--- config.mk ---
export PLATFORM = sky130hd
export DESIGN_NAME = trade_tx_packetizer
export DESIGN_NICKNAME = d
export VERILOG_FILES = /design/src/rtl/trading_pkg.sv /design/src/rtl/trade_tx_fifo.sv /design/src/rtl/trade_tx_packetizer.sv
export SDC_FILE = /design/constraint.sdc
export NUM_CORES = 1
export LEC_CHECK = 0
export ABC_AREA = 1
export CAP_MARGIN = 20
export CORE_ASPECT_RATIO = 1.75
export CORE_MARGIN = 2
export CORE_UTILIZATION = 45
export DETAILED_ROUTE_END_ITERATION = 16
export PLACE_DENSITY_LB_ADDON = 0.08
export SYNTH_ARGS = -nofsm -noshare
export SYNTH_HDL_FRONTEND = slang
export SYNTH_SLANG_ARGS = --single-unit
--- constraint.sdc ---
create_clock -name clk -period 8.4 [get_ports clk]
set_clock_uncertainty 0.2 [all_clocks]
set_input_delay 1.68 -clock clk [delete_from_list [all_inputs] [get_ports clk]]
set_output_delay 1.68 -clock clk [all_outputs]
set_load 0.02 [all_outputs]
--- src/rtl/trading_pkg.sv ---
// Shared constants, frame layout and FSM encoding for the trade transmit path.
// The IPv4 header checksum helper is here so the header constants live in one place.
package trading_pkg;

   localparam int HDR_LEN     = 42;
   localparam int PAYLOAD_LEN = 4;
   localparam int FRAME_LEN   = HDR_LEN + PAYLOAD_LEN;
   localparam int IDX_W       = $clog2(FRAME_LEN);

   localparam logic [15:0] ETHERTYPE_IPV4 = 16'h0800;
   localparam logic [7:0]  IP_VER_IHL     = 8'h45;
   localparam logic [7:0]  IP_TOS         = 8'h00;
   localparam logic [15:0] IP_FLAGS_DF    = 16'h4000;
   localparam logic [7:0]  IP_PROTO_UDP   = 8'h11;
   localparam logic [15:0] UDP_LEN        = 16'(8 + PAYLOAD_LEN);
   localparam logic [15:0] IP_TOTAL_LEN   = 16'(20 + 8 + PAYLOAD_LEN);
   localparam logic [15:0] UDP_CSUM       = 16'h0000;

   localparam int OFF_DST_MAC   = 0;
   localparam int OFF_SRC_MAC   = 6;
   localparam int OFF_ETHERTYPE = 12;
   localparam int OFF_IP_VER    = 14;
   localparam int OFF_IP_TOS    = 15;
   localparam int OFF_IP_LEN    = 16;
   localparam int OFF_IP_ID     = 18;
   localparam int OFF_IP_FLAGS  = 20;
   localparam int OFF_IP_TTL    = 22;
   localparam int OFF_IP_PROTO  = 23;
   localparam int OFF_IP_CSUM   = 24;
   localparam int OFF_SRC_IP    = 26;
   localparam int OFF_DST_IP    = 30;
   localparam int OFF_SRC_PORT  = 34;
   localparam int OFF_DST_PORT  = 36;
   localparam int OFF_UDP_LEN   = 38;
   localparam int OFF_UDP_CSUM  = 40;
   localparam int OFF_PAYLOAD   = 42;

   typedef enum logic [1:0] {
      ST_IDLE,
      ST_LOAD,
      ST_SEND
   } tx_state_t;

   // Nine non-zero header words summed wide, carries folded twice, then inverted.
   function automatic logic [15:0] ip_checksum(input logic [15:0] id,
                                               input logic [7:0]  ttl,
                                               input logic [31:0] src_ip,
                                               input logic [31:0] dst_ip);
      logic [19:0] sum;
      sum = 20'({IP_VER_IHL, IP_TOS}) + 20'(IP_TOTAL_LEN) + 20'(id) +
            20'(IP_FLAGS_DF) + 20'({ttl, IP_PROTO_UDP}) +
            20'(src_ip[31:16]) + 20'(src_ip[15:0]) +
            20'(dst_ip[31:16]) + 20'(dst_ip[15:0]);
      sum = 20'(sum[15:0]) + 20'(sum[19:16]);
      sum = 20'(sum[15:0]) + 20'(sum[19:16]);
      return ~sum[15:0];
   endfunction

endpackage

--- src/rtl/trade_tx_fifo.sv ---
// Synchronous trade queue with first-word-fall-through read data.
// A push into a full queue is accepted only when a pop happens in the same cycle.
module trade_tx_fifo #(
   parameter int WIDTH = 32,
   parameter int DEPTH = 8
) (
   input  logic             clk,
   input  logic             rst_n,
   input  logic             push,
   input  logic [WIDTH-1:0] wdata,
   input  logic             pop,
   output logic [WIDTH-1:0] rdata,
   output logic             full,
   output logic             empty
);

   localparam int AW = $clog2(DEPTH);

   logic [WIDTH-1:0] mem [DEPTH];
   logic [AW-1:0]    wr_ptr;
   logic [AW-1:0]    rd_ptr;
   logic [AW:0]      count;
   logic             do_push;
   logic             do_pop;

   assign do_pop  = pop && !empty;
   assign do_push = push && (!full || do_pop);
   assign full    = (count == (AW+1)'(DEPTH));
   assign empty   = (count == '0);
   assign rdata   = mem[rd_ptr];

   always_ff @(posedge clk) begin
      if (do_push) mem[wr_ptr] <= wdata;
   end

   always_ff @(posedge clk or negedge rst_n) begin
      if (!rst_n) begin
         wr_ptr <= '0;
         rd_ptr <= '0;
         count  <= '0;
      end else begin
         if (do_push) wr_ptr <= wr_ptr + 1'b1;
         if (do_pop)  rd_ptr <= rd_ptr + 1'b1;
         case ({do_push, do_pop})
            2'b10:   count <= count + 1'b1;
            2'b01:   count <= count - 1'b1;
            default: count <= count;
         endcase
      end
   end

endmodule

--- src/rtl/trade_tx_packetizer.sv ---
// Wraps each queued 32-bit trade report in an Ethernet/IPv4/UDP frame and
// streams it byte-wise, MSB first, on an 8-bit AXI-Stream master.
module trade_tx_packetizer
   import trading_pkg::*;
#(
   parameter logic [47:0] DST_MAC    = 48'hFFFF_FFFF_FFFF,
   parameter logic [47:0] SRC_MAC    = 48'h0200_0000_0001,
   parameter logic [31:0] SRC_IP     = 32'hC0A8_010A,
   parameter logic [31:0] DST_IP     = 32'hC0A8_0164,
   parameter logic [15:0] SRC_PORT   = 16'd5001,
   parameter logic [15:0] DST_PORT   = 16'd5000,
   parameter logic [7:0]  TTL        = 8'd64,
   parameter int          FIFO_DEPTH = 8
) (
   input  logic        clk,
   input  logic        rst_n,
   input  logic        trade_valid,
   input  logic [31:0] trade_info,
   output logic [7:0]  tx_axis_tdata,
   output logic        tx_axis_tvalid,
   output logic        tx_axis_tlast,
   input  logic        tx_axis_tready,
   output logic        tx_busy,
   output logic [15:0] drop_count
);

   localparam logic [IDX_W-1:0] LAST_IDX = IDX_W'(FRAME_LEN - 1);

   tx_state_t            state;
   tx_state_t            state_next;
   logic                 fifo_full;
   logic                 fifo_empty;
   logic                 fifo_pop;
   logic [31:0]          fifo_rdata;
   logic [31:0]          payload;
   logic [15:0]          ip_id;
   logic [15:0]          frame_id;
   logic [15:0]          frame_csum;
   logic [IDX_W-1:0]     idx;
   logic                 beat;
   logic                 drop;
   logic [0:FRAME_LEN-1][7:0] frame;

   trade_tx_fifo #(.WIDTH(32), .DEPTH(FIFO_DEPTH)) u_fifo (
      .clk   (clk),
      .rst_n (rst_n),
      .push  (trade_valid),
      .wdata (trade_info),
      .pop   (fifo_pop),
      .rdata (fifo_rdata),
      .full  (fifo_full),
      .empty (fifo_empty)
   );

   assign fifo_pop       = (state == ST_LOAD);
   assign drop           = trade_valid && fifo_full && !fifo_pop;
   assign tx_axis_tvalid = (state == ST_SEND);
   assign tx_axis_tlast  = tx_axis_tvalid && (idx == LAST_IDX);
   assign tx_axis_tdata  = tx_axis_tvalid ? frame[idx] : 8'h00;
   assign beat           = tx_axis_tvalid && tx_axis_tready;
   assign tx_busy        = !fifo_empty || (state != ST_IDLE);

   always_ff @(posedge clk or negedge rst_n) begin
      if (!rst_n) state <= ST_IDLE;
      else        state <= state_next;
   end

   always_comb begin
      state_next = state;
      case (state)
         ST_IDLE: if (!fifo_empty) state_next = ST_LOAD;
         ST_LOAD: state_next = ST_SEND;
         ST_SEND: if (beat && tx_axis_tlast) state_next = fifo_empty ? ST_IDLE : ST_LOAD;
         default: state_next = ST_IDLE;
      endcase
   end

   // Frame fields are latched in LOAD so the byte mux sees stable inputs for the whole frame.
   always_ff @(posedge clk or negedge rst_n) begin
      if (!rst_n) begin
         payload    <= '0;
         ip_id      <= '0;
         frame_id   <= '0;
         frame_csum <= '0;
         idx        <= '0;
      end else if (state == ST_LOAD) begin
         payload    <= fifo_rdata;
         frame_id   <= ip_id;
         frame_csum <= ip_checksum(ip_id, TTL, SRC_IP, DST_IP);
         idx        <= '0;
      end else if (beat) begin
         if (tx_axis_tlast) ip_id <= ip_id + 16'd1;
         else               idx   <= idx + 1'b1;
      end
   end

   always_ff @(posedge clk or negedge rst_n) begin
      if (!rst_n)                       drop_count <= '0;
      else if (drop && drop_count != 16'hFFFF) drop_count <= drop_count + 16'd1;
   end

   always_comb begin
      frame = '0;
      frame[OFF_DST_MAC   +: 6] = DST_MAC;
      frame[OFF_SRC_MAC   +: 6] = SRC_MAC;
      frame[OFF_ETHERTYPE +: 2] = ETHERTYPE_IPV4;
      frame[OFF_IP_VER]         = IP_VER_IHL;
      frame[OFF_IP_TOS]         = IP_TOS;
      frame[OFF_IP_LEN    +: 2] = IP_TOTAL_LEN;
      frame[OFF_IP_ID     +: 2] = frame_id;
      frame[OFF_IP_FLAGS  +: 2] = IP_FLAGS_DF;
      frame[OFF_IP_TTL]         = TTL;
      frame[OFF_IP_PROTO]       = IP_PROTO_UDP;
      frame[OFF_IP_CSUM   +: 2] = frame_csum;
      frame[OFF_SRC_IP    +: 4] = SRC_IP;
      frame[OFF_DST_IP    +: 4] = DST_IP;
      frame[OFF_SRC_PORT  +: 2] = SRC_PORT;
      frame[OFF_DST_PORT  +: 2] = DST_PORT;
      frame[OFF_UDP_LEN   +: 2] = UDP_LEN;
      frame[OFF_UDP_CSUM  +: 2] = UDP_CSUM;
      frame[OFF_PAYLOAD   +: 4] = payload;
   end

endmodule

Word level (Yosys, flattened, before mapping). Memories as Yosys holds them, arrays and structs flattened. A register that Yosys moved wholly into a read port is not among the register bits. Cells that the tools add are included.

Bits in registers: 82. Latch bits: 0. Memory bits (writable): 256. ROM bits: 0. Logic and storage cells: 76. Memories: 1.

Memories: u_fifo.mem (depth 8, width 32, rd ports 1, clocked after memory_dff 1, write ports 1, RTL line trade_tx_fifo.sv:19) `logic [WIDTH-1:0] mem [DEPTH];`.

$add $sub $neg: 16. Multiply operators: 0. Div/mod/pow operators: 0. $lt $le $gt $ge: 1. Eq/ne operators: 10. Shift operators: 0. Mux-type cells: 14. Bitwise operators: 3. Reduce and logical (&&, ||, !) cells: 22.

Operators with widths (number): $bmux 8 s6 (1); $add 20x9->20 const B (2); $add 16x1->16 const B (2); $mux 8 (3); $add 19x16->20 const B (1); $add 20x16->20 const B (1); $add 18x15->19 const B (1); $add 17x15->18 const B (1); $mux 6 (3); $add 15x16->17 const A (1); $add 16x4->17 (1); $add 16x1->16 (1); $ne 16x16->1 const B (1); $not 16->16 (1); $logic_and 1x1->1 (8); $pmux 4 s2 (1); $ge 7x7->1 const B (1); $not 6->7 (1); $add 3x1->3 const B (2); $add 6x1->6 const B (1); $eq 6x6->1 const B (1); $pmux 2 s3 (1); $reduce_bool 2->1 (3); $add 4x1->4 const B (1); 15 further kinds (26).

Logic depth before layout (Yosys ltp). Gate-level depths: netlist of run 1.

Depth after elaboration: 10. Gate-level depth with buffers: 32. Depth with buffers taken out: 32.

Cells and area by module. A second synthesis of run 1 with hierarchy kept.

Cell total of the unflattened synthesis: 1636. Area, all modules: 16945.0 um^2.

By module, submodules not included: trade_tx_fifo (instances 1, cells an instance 795, area each 10572.6 um^2, seq. area each 7937.6 um^2); trade_tx_packetizer (instances 1, cells an instance 841, area each 6372.4 um^2, seq. area each 2602.5 um^2).

Worst setup path after synthesis of run 1. OpenSTA, ideal clock, no wires.

Kind: reg2reg. From: register ip_id[0]. To: register frame_csum[14]. Setup time: 117 ps. Arrival: 3824 ps. Required time: 8083 ps. Slack: 4259 ps. Stages on the path, launching flop included: 32. Path buffers: 0. Clock period less this slack: 4141 ps. Cell sequence: dfrtp_1 inv_1 ha_1 nand2_1 nand2_2 nand2_1 nand3_1 nand2_1 nand2_1 a21oi_1 ha_1 inv_1 ha_1 nor2_4 nand2_2 nor2_4 nand3_2 nor2_1 nand4_1 nor2_1 ha_1 nand4_1 nor2_2 nand2_2 nor2_4 nand3_2 nor2_4 nand2_4 nor2_8 nand3_1 nand3_1 nand2_1.

Word-level cells in the longest chain between the ends: 10.

Ends and longest elaborated chain: start, declared (RTL line trade_tx_packetizer.sv:36) `logic [15:0] ip_id;`; start signal, assigned (RTL line trade_tx_packetizer.sv:92) `if (tx_axis_tlast) ip_id <= ip_id + 16'd1;`; $add 15x16->17 (RTL line trading_pkg.sv:50) `sum = 20'({IP_VER_IHL, IP_TOS}) + 20'(IP_TOTAL_LEN) + 20'(id) +`; $add 17x15->18 (RTL line trading_pkg.sv:50); $add 18x15->19 (RTL line trading_pkg.sv:51) `20'(IP_FLAGS_DF) + 20'({ttl, IP_PROTO_UDP}) +`; $add 19x16->20 (RTL line trading_pkg.sv:51); $add 20x9->20 (RTL line trading_pkg.sv:52) `20'(src_ip[31:16]) + 20'(src_ip[15:0]) +`; $add 20x16->20 (RTL line trading_pkg.sv:52); $add 20x9->20 (RTL line trading_pkg.sv:53) `20'(dst_ip[31:16]) + 20'(dst_ip[15:0]);`; $add 16x4->17 (RTL line trading_pkg.sv:54) `sum = 20'(sum[15:0]) + 20'(sum[19:16]);`; $add 16x1->16 (RTL line trading_pkg.sv:55) `sum = 20'(sum[15:0]) + 20'(sum[19:16]);`; $not 16->16 (RTL line trading_pkg.sv:56) `return ~sum[15:0];`; end signal, assigned (RTL line trade_tx_packetizer.sv:89) `frame_csum <= ip_checksum(ip_id, TTL, SRC_IP, DST_IP);`; end, declared (RTL line trade_tx_packetizer.sv:38) `logic [15:0] frame_csum;`.

No other way between the ends. A chain may end at the register's enable or synchronous reset.

Final worst setup path of run 1.
From: register idx[0]. To: output tx_axis_tdata[0].

Word-level cells in the longest chain between the ends: 5.

Ends and longest elaborated chain: start, declared (RTL line trade_tx_packetizer.sv:39) `logic [IDX_W-1:0] idx;`; start signal, assigned (RTL line trade_tx_packetizer.sv:93) `else idx <= idx + 1'b1;`; $not 6->7 (implied by the code) (RTL line trade_tx_packetizer.sv:59) `assign tx_axis_tdata = tx_axis_tvalid ? frame[idx] : 8'h00;`; $bmux 8 s6 (RTL line trade_tx_packetizer.sv:59); $mux 8 (implied by the code) (2 in series) (RTL line trade_tx_packetizer.sv:59); $mux 8 (RTL line trade_tx_packetizer.sv:59); end, declared (RTL line trade_tx_packetizer.sv:19) `output logic [7:0] tx_axis_tdata,`.

No other way between the ends. The select of a mux whose other input is x is not followed.

==> metrics.md, run 1 <==
| Metric | Value |
|---|---|
| Pwr dens | 321 mW/mm² |
| Synth Flop Type | edfxtp_1 |
| Setup bufs post-CTS | 0 |
| Critical R2R Launch | ip_id[0] |
| Synth Instances | 1539 |
| Status | finished clean |
| Hold buffer count at CTS | 0 |
| Least-Margin Pin Slew | 0.986 ns |
| Wire length on met3 | 1.46 mm |
| Min cycle time layout | 5.23 ns |
| Area leader, netlist | edfxtp_1 |
| Top-area cell type share of the netlist area | 46.7% |
| Die Wd | 149 µm |
| Vias in the first global route | 11800 |
| Post-detailed-route count of antenna-violating nets | 0 |
| Slowest-stage cell, CP | dfrtp_1 |
| Period utilization | 62.3% |
| Critical path type | reg2out |
| Lkg Pwr | 7.11 nW |
| Worst setup EP type | output port |
| Switching portion of total power | 37.0% |
| Finish-stage setup viols | 0 |
| Clock transition at path regs | 0.07 ns |
| Pins Over Slew Limit | 0 |
| Max stage delay on crit path | 0.75 ns |
| Drt via density | 5.53 |
| Min Hold Slack | 0.283 ns |
| Fill cells | 3290 |
| Total Routing Usage GR | 22.9% |
| HPWL after detailed placement | 26.7 mm |
| Antenna cells | 0 |
| Core ar. | 0.0360 mm² |
| CTS tree | built |
| Worst setup path startpoint | idx[0] |
| Seq/Total Area, Yosys | 64.0% |
| Layout cell share with drive strength beyond 1 | 8.83% |
| Global-route wire length before repair | 66.9 mm |
| Clk sinks | 370 |
| Most numerous cell in the Yosys netlist | edfxtp_1 |
| Switching pwr | 0.00223 W |
| Register area | 0.0105 mm² |
| Row count | 92 |
| MaxCap Viol Count | 0 |
| Final setup TNS | 0 ns |
| Critical Path AT | 3.35 ns |
| Wirelength per Cell | 20.8 µm |
| HP Class | reg2reg |
| CTS Root Buffer Type | clkbuf_16 |
| Largest net degree at the start of global routing | 92 |
| Nets | 1635 |
| Fin. Hold Viols | 0 |
| Initial DRT Pass Iterations | 6 |
| Syn_nets | 1593 |
| Num ports | 63 |
| HP Start | payload[6] |
| Resize count post-CTS | 0 |
| Htree depth | 2 |
| Total die area | 0.0382 mm² |
| Met2 routed WL | 23.5 mm |
| CTS Buffer Depth | 3 |
| Worst Path Max Fanout | 22 |
| Worst slew margin | 34.2% |
| Antenna violations before repair | 0 |
| Die Span Y | 257 µm |
| Mapped Area | 0.0165 mm² |
| Initial core utilization | 45.7% |
| Drt drc | 0 |
| Multi-input gate area | 0.00532 mm² |
| Yosys warns | 0 |
| Post-synth EDFFs | 256 |
| Peak supply drop | 0.189 mV |
| Area growth from synthesis to layout | 13.7% |
| Synthesized flop and latch total | 370 |
| RSZ-0062 raised after global routing | no |
| Routed vias | 11500 |
| Area contributors post-synth | edfxtp_1 47%, dfrtp_1 17%, nand2_1 5.5%, o21ai_0 5.5%, nor2_1 5.1% |
| Sequential power share | 43.2% |
| Top sig layer | met4 |
| Synthesized area per cell | 10.7 µm² |
| DRT Wirelength | 43.2 mm |
| Post-synth ARST share | 30.8% |
| Cell internal pwr | 0.00379 W |
| Synth top cells by count | 256 x edfxtp_1, 243 x nand2_1, 224 x nor2_1 |
| Max frequency | 191 MHz |
| Starting DRT DRC Count | 600 |
| CP required | 6.52 ns |
| CTS buffer count | 37 |
| WL met1 | 16.6 mm |
| Critical path cell sequence | inv_1 > ha_1 > nand2_1 > o211ai_1 > o211ai_1 > nand2_1 > a32o_1 > clkdlybuf4s50_1 |
| Logic pwr share | 30.3% |
| Critical Path Start Type | register |
| Final GP Congestion | 0.878 |
| Clock Power Share | 26.4% |
| Synth cell types | 50 |
| Grt total ovfl | 0 |
| Port Buffer Count | 62 |
| Clock latency on the worst-skew pair | 0.54 ns |
state kept, by name, indices dropped and copies added, names as in the netlist:
| register | count |
|---|---|
| u_fifo.mem | 256 |
| payload | 32 |
| drop_count | 16 |
| frame_csum | 16 |
| frame_id | 16 |
| ip_id | 16 |
| idx | 6 |
| u_fifo.count | 4 |
| u_fifo.rd_ptr | 3 |
| u_fifo.wr_ptr | 3 |
| state | 2 |
power by group through the flow:
stage | clock network (W) | logic, W | registers, W
floorplan | 0 | 0.00126 | 0.00250
global placement | 0 | 0.00182 | 0.00263
detailed placement | 0 | 0.00185 | 0.00264
CTS | 0.00163 | 0.00185 | 0.00260
global route | 0.00169 | 0.00205 | 0.00264
finish | 0.00159 | 0.00183 | 0.00260
layer usage:
metal,GRT usage (%),vias to the layer above
li1,-,5495
met1,26.1,5694
met2,42.8,228
met3,2.87,76
met4,9.37,0
met5,0,-
per-stage QoR:
step / instances / total power [W] / util [%] / setup WS, ns / area [µm²]
floorplan: 1539 / 0.00375 / - / 4.26 / 16500
global placement: 2012 / 0.00445 / 48.8 / 3.82 / 17600
detailed placement: 2012 / 0.00448 / 48.8 / 3.70 / 17600
CTS: 2079 / 0.00609 / 52.0 / 3.15 / 18700
global route: 2079 / 0.00639 / 52.0 / 2.89 / 18700
finish: 2079 / 0.00602 / 52.0 / 3.17 / 18700
final cells by class:
type | count | share of cell area, %
clock inverter | 18 | 0.822
sequential | 370 | 56.3
multi-input combinational | 992 | 28.4
clock buffer | 49 | 5.29
inverter | 100 | 2.01
tap | 470 | 3.14
timing repair buffer | 80 | 4.02
placed cells by master (no fill, tap or decap), types with 17 or more instances in the layout:
cell             netlist  routed
o221ai_1              64      64
clkdlybuf4s50_1        0      61
buf_4                  1      19
o21ai_0              181     181
clkbuf_16              0      37
nor2_4                 9      18
nor2_1               224     215
nand2_1              243     243
xor2_1                29      29
nand3_1               66      66
edfxtp_1             256     256
inv_1                 90      89
dfrtp_1              114     112
ha_1                  17      17
nand2_2               19      19
a21oi_1               20      20
final timing paths:
kind	endpoint	slack [ns]	cells past startpoint
setup / recovery	tx_axis_tdata[0]	3.17	8
hold / removal	payload[6]	0.28	2
setup reg to reg	frame_csum[15]	3.69	31
hold reg to reg	payload[6]	0.28	2
max in group asynchronous	ip_id[15]	5.72	2
min in group asynchronous	drop_count[3]	1.00	1
kinds of logic (layout without fill, tap and decap cells):
kind of cell | count (synthesis) | count (layout) | synth area share, %
muxes | 1 | 1 | 0.0684
adders and majority gates | 18 | 18 | 1.41
DFF | 370 | 370 | 64.0
buffers and inverters | 177 | 247 | 4.12
xor gates and xnor gates | 37 | 37 | 1.97
and+or+nand+nor | 606 | 606 | 16.2
AOI/OAI and AO/OA | 330 | 330 | 12.3
critical path: cells and delay by family (launching register included):
family          cells  cell delay (ns)
buf+inv             2             1.05
compound gates      3             0.47
simple gates        2             0.20
fa+ha+maj           1             0.34
flops               1             0.75
Note: power is estimated with default switching activity, not from simulation.
==> inputs of run 2 (changes only) <==
==> constraint.sdc (replaced) <==
create_clock -name clk -period 4.75 [get_ports clk]
set_clock_uncertainty 0.2 [all_clocks]
set_input_delay 0.95 -clock clk [delete_from_list [all_inputs] [get_ports clk]]
set_output_delay 0.95 -clock clk [all_outputs]
set_load 0.02 [all_outputs]
==> run 2 against run 1 <==
Worst hold slack improved by 0.0025 ns; critical path depth increased by 23; worst setup slack got worse by 2.8 ns; global-route usage about the same; cell count increased by 0.48%; wire length decreased by 0.52%; critical path type is now reg2reg; largest cell class unchanged; via count increased by 0.91%; non-clock buffer count increased by 14; register-to-register slack got worse by 3.3 ns.
==> metrics.md, run 2 (synthesis results as in run 1) <==
| Metric | Value |
|---|---|
| Critical R2R Launch | ip_id[0] |
| Max frequency | 227 MHz |
| Core ar. | 0.0360 mm² (unchanged) |
| Wirelength per Cell | 20.6 µm (-0.99%) |
| HPWL after detailed placement | 27.3 mm (+2.4%) |
| Die Span Y | 257 µm (unchanged) |
| Finish-stage setup viols | 0 (unchanged) |
| Vias in the first global route | 11900 (+0.64%) |
| Max stage delay on crit path | 0.35 ns (-0.40 ns) |
| Worst Path Max Fanout | 5 (-77%) |
| Total die area | 0.0382 mm² (unchanged) |
| Critical Path Start Type | register |
| Layout cell share with drive strength beyond 1 | 10.2% (+1.4 points) |
| Max reg flops | 256 (unchanged) |
| Starting DRT DRC Count | 693 (+16%) |
| Pins Over Slew Limit | 0 (unchanged) |
| Clock transition at path regs | 0.07 ns (about the same) |
| Clock latency on the worst-skew pair | 0.54 ns (about the same) |
| Period utilization | 92.6% |
| Antenna violations before repair | 0 (unchanged) |
| Reg2reg setup slack | 0.35 ns (-3.34 ns) |
| Clk sinks | 370 (unchanged) |
| Grt total ovfl | 0 (unchanged) |
| Pwr dens | 562 mW/mm² (+75%) |
| Most frequent cells in the layout | 256 x edfxtp_1, 241 x nand2_1, 213 x nor2_1 |
| Initial DRT Pass Iterations | 5 (-1) |
| Peak supply drop | 0.352 mV (+86%) |
| DRT Wirelength | 43.0 mm (-0.52%) |
| Initial core utilization | 45.7% (unchanged) |
| Fin. Hold Viols | 0 (unchanged) |
| Nets | 1647 (+0.73%) |
| Final setup margin | 0.352 ns (-2.82 ns) |
| Worst setup EP type | register |
| CTS tree | built |
| Least-Margin Pin Slew | 0.925 ns (-0.0616 ns) |
| Critical Path AT | 4.62 ns (+1.27 ns) |
| HP Class | reg2reg |
| CTS Buffer Depth | 3 (unchanged) |
| Die Wd | 149 µm (unchanged) |
| Row count | 92 (unchanged) |
| Htree depth | 2 (unchanged) |
| Drt via density | 5.55 (+0.43%) |
| Routed vias | 11600 (+0.91%) |
| Min cycle time layout | 4.40 ns |
| Total Routing Usage GR | 22.9% (-0.043 points) |
| Port Buffer Count | 62 (unchanged) |
| Area growth from synthesis to layout | 14.5% |
| Antenna cells | 0 (unchanged) |
| Worst r2r dst | frame_csum[14] |
| Largest reg by FF count | u_fifo.mem |
| Biggest regs | u_fifo.mem x256, payload x32 |
| Largest net degree at the start of global routing | 87 (-5.4%) |
| Worst setup path startpoint | ip_id[0] |
| Pre-CTS setup slack | 0.0139 ns (-3.68 ns) |
| RSZ-0062 raised after global routing | yes |
| Final GP Congestion | 0.908 (+3.4%) |
| CTS Root Buffer Type | clkbuf_16 |
| Critical path type | reg2reg |
| Commonest non-fill, non-tap cell in the layout | edfxtp_1 |
| CTS buffer count | 35 (-5.4%) |
| Slowest-stage cell, CP | dfrtp_1 |
| Status | finished clean |
| Post-detailed-route count of antenna-violating nets | 0 (unchanged) |
| MaxCap Viol Count | 0 (unchanged) |
| Worst-case reg-to-reg path depth | 31 (unchanged) |
| Num ports | 63 (unchanged) |
| Power Total | 0.0106 W (+76%) |
| Lkg Pwr | 7.19 nW (+1.0%) |
| Worst slew margin | 38.4% (+4.1 points) |
| Drt drc | 0 (unchanged) |
| Worst setup path end | frame_csum[14] |
| CP required | 4.97 ns (-1.55 ns) |
| Global-route wire length before repair | 67.1 mm (+0.29%) |
## run 2: where the power goes
| group | leakage, nW | internal [W] | total [W] | switching (W) |
|---|---|---|---|---|
| clock | 0.546 | 0.00154 | 0.00274 | 0.00120 |
| combinational | 2.94 | 0.00103 | 0.00331 | 0.00228 |
| sequential | 3.69 | 0.00412 | 0.00454 | 0.000422 |
## run 2: per-layer routing
layer  GRT usage [%]  part of all wire, %  vias up
met5               0                    0        -
met4            9.63                  4.0        0
met3            2.75                  3.5       82
met2            42.4                   55      260
met1            26.4                   38     5729
li1                -                    -     5527
## run 2: worst max-delay path: cells and delay by family (launching register included)
family	cells	cell delay [ns]
AOI/OAI and AO/OA	1	0.15
buffers and inverters	2	0.10
DFF	1	0.35
and+or+nand+nor	24	2.69
adders and majority gates	4	0.79
## run 2: worst min-delay path by stage
| stage | start | endpoint | slack (ns) | cells past startpoint |
|---|---|---|---|---|
| final | payload[12] | payload[12] | 0.29 | 2 |
| after global routing | payload[14] | payload[14] | 0.30 | 2 |
| after CTS | payload[12] | payload[12] | 0.28 | 2 |
| after detailed placement | payload[12] | payload[12] | 0.27 | 2 |
| after global placement | payload[12] | payload[12] | 0.27 | 2 |
| after floorplan | frame_csum[14] | frame_csum[14] | 0.24 | 2 |
## run 2: per-stage QoR
| step | setup TNS (ns) | instances | hold WS [ns] | area, µm² | utilization [%] |
|---|---|---|---|---|---|
| 2_1_floorplan | 0 | 1539 | 0.244 | 16500 | - |
| 3_3_place_gp | 0 | 2022 | 0.269 | 17700 | 49.1 |
| 3_5_place_dp | 0 | 2022 | 0.267 | 17700 | 49.1 |
| 4_1_cts | 0 | 2085 | 0.283 | 18800 | 52.1 |
| 5_1_grt | -0.302 | 2089 | 0.297 | 18900 | 52.3 |
| 6_report | 0 | 2089 | 0.285 | 18900 | 52.3 |
## run 2: layout make-up
| cell class | count | area [µm²] |
|---|---|---|
| well taps | 470 | 588 |
| clock inverters | 16 | 144 |
| repair buffers | 94 | 871 |
| clock buffers | 47 | 962 |
| multi-input cells | 992 | 5370 |
| fillers | 3215 | 17200 |
| inverters | 100 | 377 |
| flip-flops and latches | 370 | 10500 |
## run 2: repair_timing
item / CTS / global route
gates cloned: 0 / 0
gates resized for setup: 1 / 11
buffers inserted: 0 / 4
hold buffers: 0 / 0
endpoints found under the setup margin: 1 / 8
pin swaps: 0 / 4
==> inputs of run 3 (changes only) <==
--- a/config.mk
+++ b/config.mk
@@ -11,7 +11,9 @@
 export CORE_MARGIN = 2
 export CORE_UTILIZATION = 45
 export DETAILED_ROUTE_END_ITERATION = 16
+export HOLD_SLACK_MARGIN = 0.08
 export PLACE_DENSITY_LB_ADDON = 0.08
+export SETUP_SLACK_MARGIN = 0.1
 export SYNTH_ARGS = -nofsm -noshare
 export SYNTH_HDL_FRONTEND = slang
 export SYNTH_SLANG_ARGS = --single-unit
==> run 3 against run 2 <==
Non-clock buffer count increased by 5; global-route usage about the same; highest routed layer unchanged; worst hold slack got worse by 0.0019 ns; critical endpoint is now tx_axis_tdata[2]; combinational power about the same; critical path type is now reg2out; register-to-register slack better by 0.04 ns; maximum frequency is 0.46% higher.
==> metrics.md, run 3 (synthesis results as in run 1) <==
| Metric | Value |
|---|---|
| Status | finished clean |
| DRT Wirelength | 43.2 mm (+0.42%) |
| Top sig layer | met4 |
| Drt via density | 5.55 (-0.11%) |
| HPWL after detailed placement | 27.3 mm (unchanged) |
| Fin. Hold Viols | 0 (unchanged) |
| Met2 routed WL | 23.4 mm (-0.16%) |
| Starting DRT DRC Count | 710 (+2.5%) |
| Min cycle time layout | 4.38 ns (-0.0202 ns) |
| Period utilization | 92.2% (-0.43 points) |
| CP required | 3.60 ns (-1.37 ns) |
| Switching portion of total power | 36.8% (about the same) |
| HP Start | payload[12] |
| Fill cells | 3220 (+0.16%) |
| Worst setup EP type | output port |
| CTS buffer count | 35 (unchanged) |
| MaxCap Viol Count | 0 (unchanged) |
| Lkg Pwr | 7.21 nW (+0.29%) |
| Worst Path Max Fanout | 18 (+13) |
| CTS Root Buffer Type | clkbuf_16 |
| Pins Over Slew Limit | 0 (unchanged) |
| Clock Power Share | 25.9% (about the same) |
| Worst r2r dst | frame_csum[14] |
| CTS Buffer Depth | 3 (unchanged) |
| Worst slew margin | 37.9% (-0.44 points) |
| Critical R2R Launch | ip_id[0] |
| Row count | 92 (unchanged) |
| Layout cell share with drive strength beyond 1 | 10.6% (+0.40 points) |
| Peak supply drop | 0.352 mV (about the same) |
| Drt drc | 0 (unchanged) |
| Reg2reg setup slack | 0.39 ns (+0.04 ns) |
| RSZ-0062 raised after global routing | yes |
| Htree depth | 2 (unchanged) |
| Commonest non-fill, non-tap cell in the layout | edfxtp_1 |
| Total die area | 0.0382 mm² (unchanged) |
| Nets | 1652 (+0.30%) |
| Hold buffer count at CTS | 0 (unchanged) |
| Cell internal pwr | 0.00670 W (about the same) |
| Total Routing Usage GR | 22.9% (about the same) |
| Port Buffer Count | 62 (unchanged) |
| Largest net degree at the start of global routing | 87 (unchanged) |
| Clock latency on the worst-skew pair | 0.54 ns (about the same) |
| Die Wd | 149 µm (unchanged) |
| Die Span Y | 257 µm (unchanged) |
| Critical Path AT | 3.23 ns (-1.39 ns) |
| Initial core utilization | 45.7% (unchanged) |
| HP Class | reg2reg |
| Max reg flops | 256 (unchanged) |
| Core ar. | 0.0360 mm² (unchanged) |
| Finish-stage setup viols | 0 (unchanged) |
| Pwr dens | 561 mW/mm² (-0.17%) |
| Clock transition at path regs | 0.07 ns (about the same) |
| Max frequency | 228 MHz (+0.46%) |
| Hold Path Sink | payload[12] |
| Routed vias | 11600 (+0.13%) |
| Post-detailed-route count of antenna-violating nets | 0 (unchanged) |
| Power Total | 0.0106 W (about the same) |
| Critical Path Start Type | register |
| Final GP Congestion | 0.908 (unchanged) |
| Area growth from synthesis to layout | 14.7% |
| Antenna cells | 0 (unchanged) |
| Largest reg by FF count | u_fifo.mem |
| Vias in the first global route | 11900 (-0.034%) |
| Post-Place Cell Area | 0.0177 mm² (unchanged) |
| WL met1 | 16.7 mm (+1.9%) |
| Switching pwr | 0.00390 W (about the same) |
| Most frequent cells in the layout | 256 x edfxtp_1, 241 x nand2_1, 213 x nor2_1 |
| Worst-case reg-to-reg path depth | 31 (unchanged) |
| Wirelength per Cell | 20.6 µm (+0.18%) |
| Grt total ovfl | 0 (unchanged) |
| Critical path type | reg2out |
| Clk sinks | 370 (unchanged) |
| Hold Path Stages | 2 (unchanged) |
| Global-route wire length before repair | 67.1 mm (about the same) |
| Wire length on met3 | 1.45 mm (-2.5%) |
| Sequential power share | 42.8% (about the same) |
| CTS tree | built |
| Post-route cell area | 0.0189 mm² (+0.25%) |
| Antenna violations before repair | 0 (unchanged) |
| Biggest regs | u_fifo.mem x256, payload x32 |
| Least-Margin Pin Slew | 0.931 ns (+0.00662 ns) |
| Num ports | 63 (unchanged) |
| Initial DRT Pass Iterations | 5 (unchanged) |
| Logic pwr share | 31.3% (about the same) |
==> run 3: cell types whose count changed in the layout (fill, tap and decap cells not counted), sizes merged <==
cell	before	now
buf	33	38
==> run 3: final cells by class <==
class	count	area [µm²]	share of cell area [%]
Multi-Input combinational cell	992	5380	28.4
Clock buffer	47	962	5.09
Tap cell	470	588	3.11
Clock inverter	16	144	0.761
Timing Repair Buffer	99	908	4.81
Sequential cell	370	10500	55.8
Inverter	100	377	1.99
==> run 3: worst max-delay path, stage by stage, from the launching register on <==
cell	delay, ns
dfrtp_1	0.62
inv_1	0.44
nand2_1	0.19
a21oi_1	0.36
a21oi_1	0.10
inv_1	0.10
nand2_1	0.05
a21oi_1	0.22
clkdlybuf4s50_1	0.64
==> run 3: worst max-delay path by stage <==
stage | start | to | slack (ns) | cells past startpoint
2_1_floorplan | ip_id[0] | frame_csum[14] | 0.61 | 31
3_3_place_gp | ip_id[0] | frame_csum[14] | 0.15 | 31
3_5_place_dp | ip_id[0] | frame_csum[14] | 0.01 | 31
4_1_cts | ip_id[1] | frame_csum[14] | 0.11 | 31
5_1_grt | ip_id[0] | frame_csum[15] | -0.05 | 32
6_report | idx[3] | tx_axis_tdata[2] | 0.37 | 8
==> run 3: power groups by stage <==
stage	clock (W)	combinational, W	sequential, W
4_1_cts	0.00280	0.00335	0.00454
5_1_grt	0.00292	0.00374	0.00460
3_3_place_gp	0	0.00329	0.00460
2_1_floorplan	0	0.00222	0.00441
3_5_place_dp	0	0.00335	0.00460
6_report	0.00274	0.00332	0.00454
==> run 3: repair_timing <==
| item | 4_1_cts | 5_1_grt |
|---|---|---|
| setup endpoints to repair | 4 | 13 |
| pin swaps | 1 | 11 |
| buffers inserted | 1 | 8 |
| resized for setup | 3 | 12 |
==> run 3: routing by layer <==
metal  GRT usage [%]  vias up
met2            42.4      247
li1                -     5538
met5               0        -
met3            2.75       78
met1            26.4     5750
met4            9.58        0
==> run 3: stage by stage <==
stage               hold slack, ns  setup TNS (ns)  utilization, %  worst slack [ns]  std cells
floorplan                    0.244               0               -             0.609       1539
global placement             0.269               0            49.1             0.147       2022
detailed placement           0.267               0            49.1            0.0139       2022
CTS                          0.283               0            52.2             0.105       2086
global route                 0.297         -0.0831            52.5           -0.0530       2094
finish                       0.283               0            52.5             0.372       2094
==> variant 1, RTL diff (settings of run 2) <==
Reset style: synchronous (`rst_n`), changed in 4 clocked blocks.
--- a/src/rtl/trade_tx_fifo.sv
+++ b/src/rtl/trade_tx_fifo.sv
@@ -35,3 +35,3 @@
 
-   always_ff @(posedge clk or negedge rst_n) begin
+   always_ff @(posedge clk) begin
       if (!rst_n) begin
--- a/src/rtl/trade_tx_packetizer.sv
+++ b/src/rtl/trade_tx_packetizer.sv
@@ -62,3 +62,3 @@
 
-   always_ff @(posedge clk or negedge rst_n) begin
+   always_ff @(posedge clk) begin
       if (!rst_n) state <= ST_IDLE;
@@ -78,3 +78,3 @@
    // Frame fields are latched in LOAD so the byte mux sees stable inputs for the whole frame.
-   always_ff @(posedge clk or negedge rst_n) begin
+   always_ff @(posedge clk) begin
       if (!rst_n) begin
@@ -96,3 +96,3 @@
 
-   always_ff @(posedge clk or negedge rst_n) begin
+   always_ff @(posedge clk) begin
       if (!rst_n)                       drop_count <= '0;
Check against the original RTL: differs if rst_n is asserted again (counterexample within 4 cycles, from zero or initial values and one cycle with rst_n low); with rst_n held inactive, the same outputs for 10 cycles.
==> variant 1 against run 2 <==
Routed wire length grew 2.9%; final cell count rose by 0.96%; area after synthesis is 2.2% lower; non-clock buffer count rose by 2; sequential share of layout area shrank 1.8 points; setup slack worse by 0.14 ns; cell area is 2.2% lower; sequential cell count unchanged; critical endpoint is now tx_axis_tdata[3].
Power is not compared: it rests on default switching activity, and its combinational part moved more than twofold at a synthesized area within 25%.
==> variant 1: results (changes against run 2) <==
\begin{tabular}{lr}
\hline
Metric & Value \\
\hline
\multicolumn{2}{l}{\textbf{Route}} \\
Violation count after the first detailed-route iteration & 708 (was 693) \\
Final WL & 44.27 mm (was 43.02 mm) \\
Post-DR wirelength/cell & 20.99 um (was 20.59 um) \\
DR vias & 11940 (was 11600) \\
\multicolumn{2}{l}{\textbf{Clocking}} \\
Clock insertion delay at the later pin of the skew report & 0.52 ns (was 0.54 ns) \\
Post-cts repair resize count & 0 (was 1) \\
CTS Buf Count & 36 (was 35) \\
Number of buffers inserted to repair setup after CTS & 0 (unchanged) \\
\multicolumn{2}{l}{\textbf{Critical path}} \\
Library cell contributing the largest single delay on the critical path & dfxtp\_1 (was dfrtp\_1) \\
Startpoint of the worst setup timing path & idx[2]\$\_SDFFE\_PP0P\_ (was ip\_id[0]\$\_DFFE\_PN0P\_) \\
Maximum fanout count along the critical path & 20 (was 5) \\
Cell depth of the worst flop-to-flop path & 33 (was 31) \\
Arrival @ worst endpoint & 3.39 ns (was 4.62 ns) \\
Reg-to-reg critical path startpoint & ip\_id[1]\$\_SDFFE\_PN0P\_ (was ip\_id[0]\$\_DFFE\_PN0P\_) \\
Slowest stage delay, CP & 0.80 ns (was 0.35 ns) \\
Crit path max-delay family & buffers and inverters (was simple AND/OR/NAND/NOR gates) \\
\multicolumn{2}{l}{\textbf{Global route}} \\
Via count of the first global-routing pass & 11920 (was 11930) \\
Overall fraction of global-route tracks in use & 23.71\% (was 22.88\%) \\
Number of antenna violations at the first check in global routing & 1 (was 0) \\
\multicolumn{2}{l}{\textbf{Finish}} \\
FILL cells & 3190 (was 3215) \\
Number of nets at the end of the flow & 1671 (was 1647) \\
Share of post-route cells with drive strength above 1 & 9.860\% (was 10.19\%) \\
\multicolumn{2}{l}{\textbf{Synthesis}} \\
Sequential cell area fraction in the yosys report & 61.88\% (was 63.98\%) \\
Post-synth ARST share & 0\% (was 30.81\%) \\
Count of cell types in the netlist & 45 (was 50) \\
Net count after synthesis & 1618 (was 1593) \\
Average cell area after synthesis & 10.30 um2 (was 10.70 um2) \\
Dominant cells by area after synthesis & edfxtp\_1 48\%, dfxtp\_1 14\%, o21ai\_0 6.1\%, nor2\_1 5.0\%, o221ai\_1 4.0\% (was edfxtp\_1 47\%, dfrtp\_1 17\%, nand2\_1 5.5\%, o21ai\_0 5.5\%, nor2\_1 5.1\%) \\
\multicolumn{2}{l}{\textbf{Placed design}} \\
Final HPWL DP & 27.72 mm (was 27.33 mm) \\
Dpl ws & 0.2136 ns (was 0.01390 ns) \\
Global placer's final weighted congestion & 0.9001 (was 0.9077) \\
\multicolumn{2}{l}{\textbf{Timing}} \\
Slew at the pin closest to its max-slew limit & 1.003 ns (was 0.9247 ns) \\
\multicolumn{2}{l}{\textbf{Status}} \\
Run status & finished clean (unchanged) \\
\hline
\end{tabular}
-- variant 1: changes by cell type in the layout (fill, tap and decap cells not counted), sizes merged, moves of 6 or more --
cell / run 2 / this run
xor2: 29 / 8
dfrtp: 114 / 0
o21ai: 186 / 199
o22ai: 11 / 17
a32o: 1 / 28
o221ai: 64 / 73
nor2: 243 / 227
a21oi: 20 / 56
inv: 99 / 132
nor3: 8 / 26
nand2: 265 / 198
dfxtp: 0 / 114
nand3: 72 / 61
o211ai: 15 / 8
-- variant 1: layout make-up --
cell class	count	share of cell area (%)
multi-input combinational	975	29.31
clock inverter	16	0.5497
timing repair buffer	96	4.750
antenna	1	0.01357
tap	465	3.156
inverter	138	2.816
sequential	370	54.11
clock buffer	48	5.300
-- variant 1: per-stage QoR --
stage	TNS [ns]	total power, mW	cell area [um2]	hold slack [ns]
finish	0	8.165	18440	0.2617
global route	-0.01864	8.537	18440	0.2833
CTS	0	8.256	18360	0.2638
detailed placement	0	5.575	17280	0.2535
global placement	0	5.542	17280	0.2467
floorplan	0	4.916	16110	0.2209
-- variant 1: logic make-up after synthesis --
family | Yosys count | synth area share [%]
and+or+nand+nor | 533 | 14.68
AOI/OAI and AO/OA | 411 | 16.08
DFF | 370 | 61.88
buffers and inverters | 219 | 5.211
adders and majority gates | 18 | 1.444
xor gates and xnor gates | 13 | 0.7067
-- variant 1: path summary, 6_finish.rpt --
check                           endpoint  slack, ns
min                state[0]$_SDFFE_PN0P_       0.26
min reg2reg        state[0]$_SDFFE_PN0P_       0.26
max                     tx_axis_tdata[3]       0.21
max reg2reg  frame_csum[14]$_SDFFE_PN0P_       0.38
-- variant 1: layer usage --
layer  GRT usage (%)  wire (um)
met5               0          0
met4           12.03       2231
met3           2.522       1685
met2           45.55      23940
met1           25.61      16420
==> variant 2, RTL diff (config.mk and constraints of run 2) <==
Without the edit above. Set the parameter `SRC_PORT` to 16'd2500 (it was 16'd5001).
--- a/src/rtl/trade_tx_packetizer.sv
+++ b/src/rtl/trade_tx_packetizer.sv
@@ -9,3 +9,3 @@
    parameter logic [31:0] DST_IP     = 32'hC0A8_0164,
-   parameter logic [15:0] SRC_PORT   = 16'd5001,
+   parameter logic [15:0] SRC_PORT   = 16'd2500,
    parameter logic [15:0] DST_PORT   = 16'd5000,
Formal check against the unedited RTL: no difference found for any inputs over 10 cycles, from zero or initial values and one cycle with rst_n low; that may be too few to reach the edited logic, so the function may still have changed.
==> variant 2 against run 2 <==
Routed wire length grew 3.4%; clock power grew 6%; area after synthesis grew 0.54%; sequential cell count is the same; global-route usage grew 0.44 points; setup slack lost 0.030 ns; maximum frequency shrank 0.68%; total power grew 0.54%; first-iteration DRC count grew 0.14%; cell area grew 1.1%; critical path depth shrank 22; largest cell class unchanged.
==> variant 2: results (changes against run 2) <==
\begin{tabular}{lr}
\hline
Metric & Value \\
\hline
\multicolumn{2}{l}{\textbf{Critical path}} \\
Arrival @ worst endpoint & 3.28 ns (was 4.62 ns) \\
Reg2Reg Capture Point & frame\_csum[15]\$\_DFFE\_PN0P\_ (was frame\_csum[14]\$\_DFFE\_PN0P\_) \\
Capture point of the worst path & tx\_axis\_tdata[7] (was frame\_csum[14]\$\_DFFE\_PN0P\_) \\
Slowest stage delay, CP & 0.65 ns (was 0.35 ns) \\
R2R setup slack & 0.39 ns (was 0.35 ns) \\
Library cell contributing the largest single delay on the critical path & clkdlybuf4s50\_1 (was dfrtp\_1) \\
Maximum fanout count along the critical path & 10 (was 5) \\
Startpoint of the worst setup timing path & idx[1]\$\_DFFE\_PN0P\_ (was ip\_id[0]\$\_DFFE\_PN0P\_) \\
\multicolumn{2}{l}{\textbf{Global route}} \\
First-pass GRT wire length & 67.79 mm (was 67.09 mm) \\
Overall fraction of global-route tracks in use & 23.33\% (was 22.88\%) \\
Via count of the first global-routing pass & 11790 (was 11930) \\
\multicolumn{2}{l}{\textbf{Synthesis}} \\
Sequential cell area fraction in the yosys report & 63.64\% (was 63.98\%) \\
Net count after synthesis & 1596 (was 1593) \\
Count of cell types in the netlist & 53 (was 50) \\
Dominant cells by area after synthesis & edfxtp\_1 46\%, dfrtp\_1 17\%, o21ai\_0 6.3\%, nand2\_1 4.6\%, nor2\_1 4.4\% (was edfxtp\_1 47\%, dfrtp\_1 17\%, nand2\_1 5.5\%, o21ai\_0 5.5\%, nor2\_1 5.1\%) \\
\multicolumn{2}{l}{\textbf{Finish}} \\
Share of post-route cells with drive strength above 1 & 11.67\% (was 10.19\%) \\
Number of nets at the end of the flow & 1656 (was 1647) \\
FILL cells & 3279 (was 3215) \\
\multicolumn{2}{l}{\textbf{Route}} \\
Routed via count divided by cell count & 5.563 (was 5.552) \\
\multicolumn{2}{l}{\textbf{Power}} \\
Max rail drop VDD & 0.3604 mV (was 0.3515 mV) \\
Leak Pwr & 7.159 nW (was 7.186 nW) \\
\multicolumn{2}{l}{\textbf{Placed design}} \\
Global placer's final weighted congestion & 0.8812 (was 0.9077) \\
Post-place instance area & 17770 um2 (was 17670 um2) \\
\multicolumn{2}{l}{\textbf{Floorplan}} \\
FP Rows & 93 (was 92) \\
\multicolumn{2}{l}{\textbf{Hold path}} \\
Kind of path behind the tightest hold check & input port to asynchronous set/reset pin (was flip-flop to flip-flop) \\
\multicolumn{2}{l}{\textbf{Status}} \\
Run status & finished clean (unchanged) \\
\multicolumn{2}{l}{\textbf{Clocking}} \\
CTS Buf Count & 36 (was 35) \\
\hline
\end{tabular}
variant 2: cell count changes in the layout (fill, tap and decap cells not counted), sizes merged, moves of 6 or more:
cell | before | now
nand2 | 265 | 227
o21ai | 186 | 212
nor2 | 243 | 218
inv | 99 | 121
a21oi | 20 | 30
a22oi | 12 | 4
clkbuf | 47 | 55
nor3 | 8 | 15
buf | 33 | 39
variant 2: worst max-delay path, delay by kind of cell, from the launching register on:
family          cells  cell delay, ns
flops               1            0.57
simple gates        2            0.28
compound gates      4            0.69
buf+inv             3            1.20
variant 2: how the worst min path moves through the flow:
stage,endpoint,start,slack [ns]
floorplan,state[0]$_DFFE_PN0P_,state[0]$_DFFE_PN0P_,0.23
finish,drop_count[14]$_DFFE_PN0P_,rst_n,0.17
CTS,drop_count[14]$_DFFE_PN0P_,rst_n,0.18
detailed placement,state[0]$_DFFE_PN0P_,state[0]$_DFFE_PN0P_,0.26
global placement,state[0]$_DFFE_PN0P_,state[0]$_DFFE_PN0P_,0.25
global route,drop_count[14]$_DFFE_PN0P_,rst_n,0.20
variant 2: repair_timing:
action                                  in CTS  in global routing
pin swaps                                    0                  6
setup buffers                                0                  7
gates resized for setup                      1                 10
endpoints found under the setup margin       4                 10
variant 2: cell type report:
class	count	area, um2	share of cell area (%)
clock buffers	55	1076	5.647
clock inverters	9	106.4	0.5581
inverters	126	474.2	2.489
multi-input cells	968	5330	27.97
flip-flops and latches	370	10550	55.34
well taps	475	594.3	3.119
repair buffers	100	928.4	4.872
variant 2: stage by stage:
stage / cells / setup WS [ns] / power [mW] / hold slack, ns
after floorplan: 1542 / 0.4988 / 6.547 / 0.2337
after global placement: 2032 / 0.08111 / 7.785 / 0.2485
after detailed placement: 2032 / -0.02211 / 7.834 / 0.2600
after CTS: 2096 / 0.05290 / 10.74 / 0.1798
after global routing: 2103 / -0.03526 / 11.24 / 0.2033
final: 2103 / 0.3214 / 10.65 / 0.1672
variant 2: cell families after synthesis:
group | synth area share, %
AOI/OAI and AO/OA | 12.87
xor gates and xnor gates | 2.055
adders and majority gates | 1.405
buffers and inverters | 4.888
DFF | 63.64
and+or+nand+nor | 15.15
variant 2: routing by layer:
metal / part of all wire (%) / track usage (%)
met3: 3.9 / 2.721
met2: 55 / 43.82
met5: 0 / 0
met4: 4.8 / 11.24
met1: 37 / 25.74
variant 2: power by group:
group / internal [mW] / total (mW) / switching (mW)
Clock: 1.68 / 2.90 / 1.23
Sequential: 4.11 / 4.52 / 0.417
Combinational: 0.984 / 3.23 / 2.24
Total: 6.77 / 10.7 / 3.88
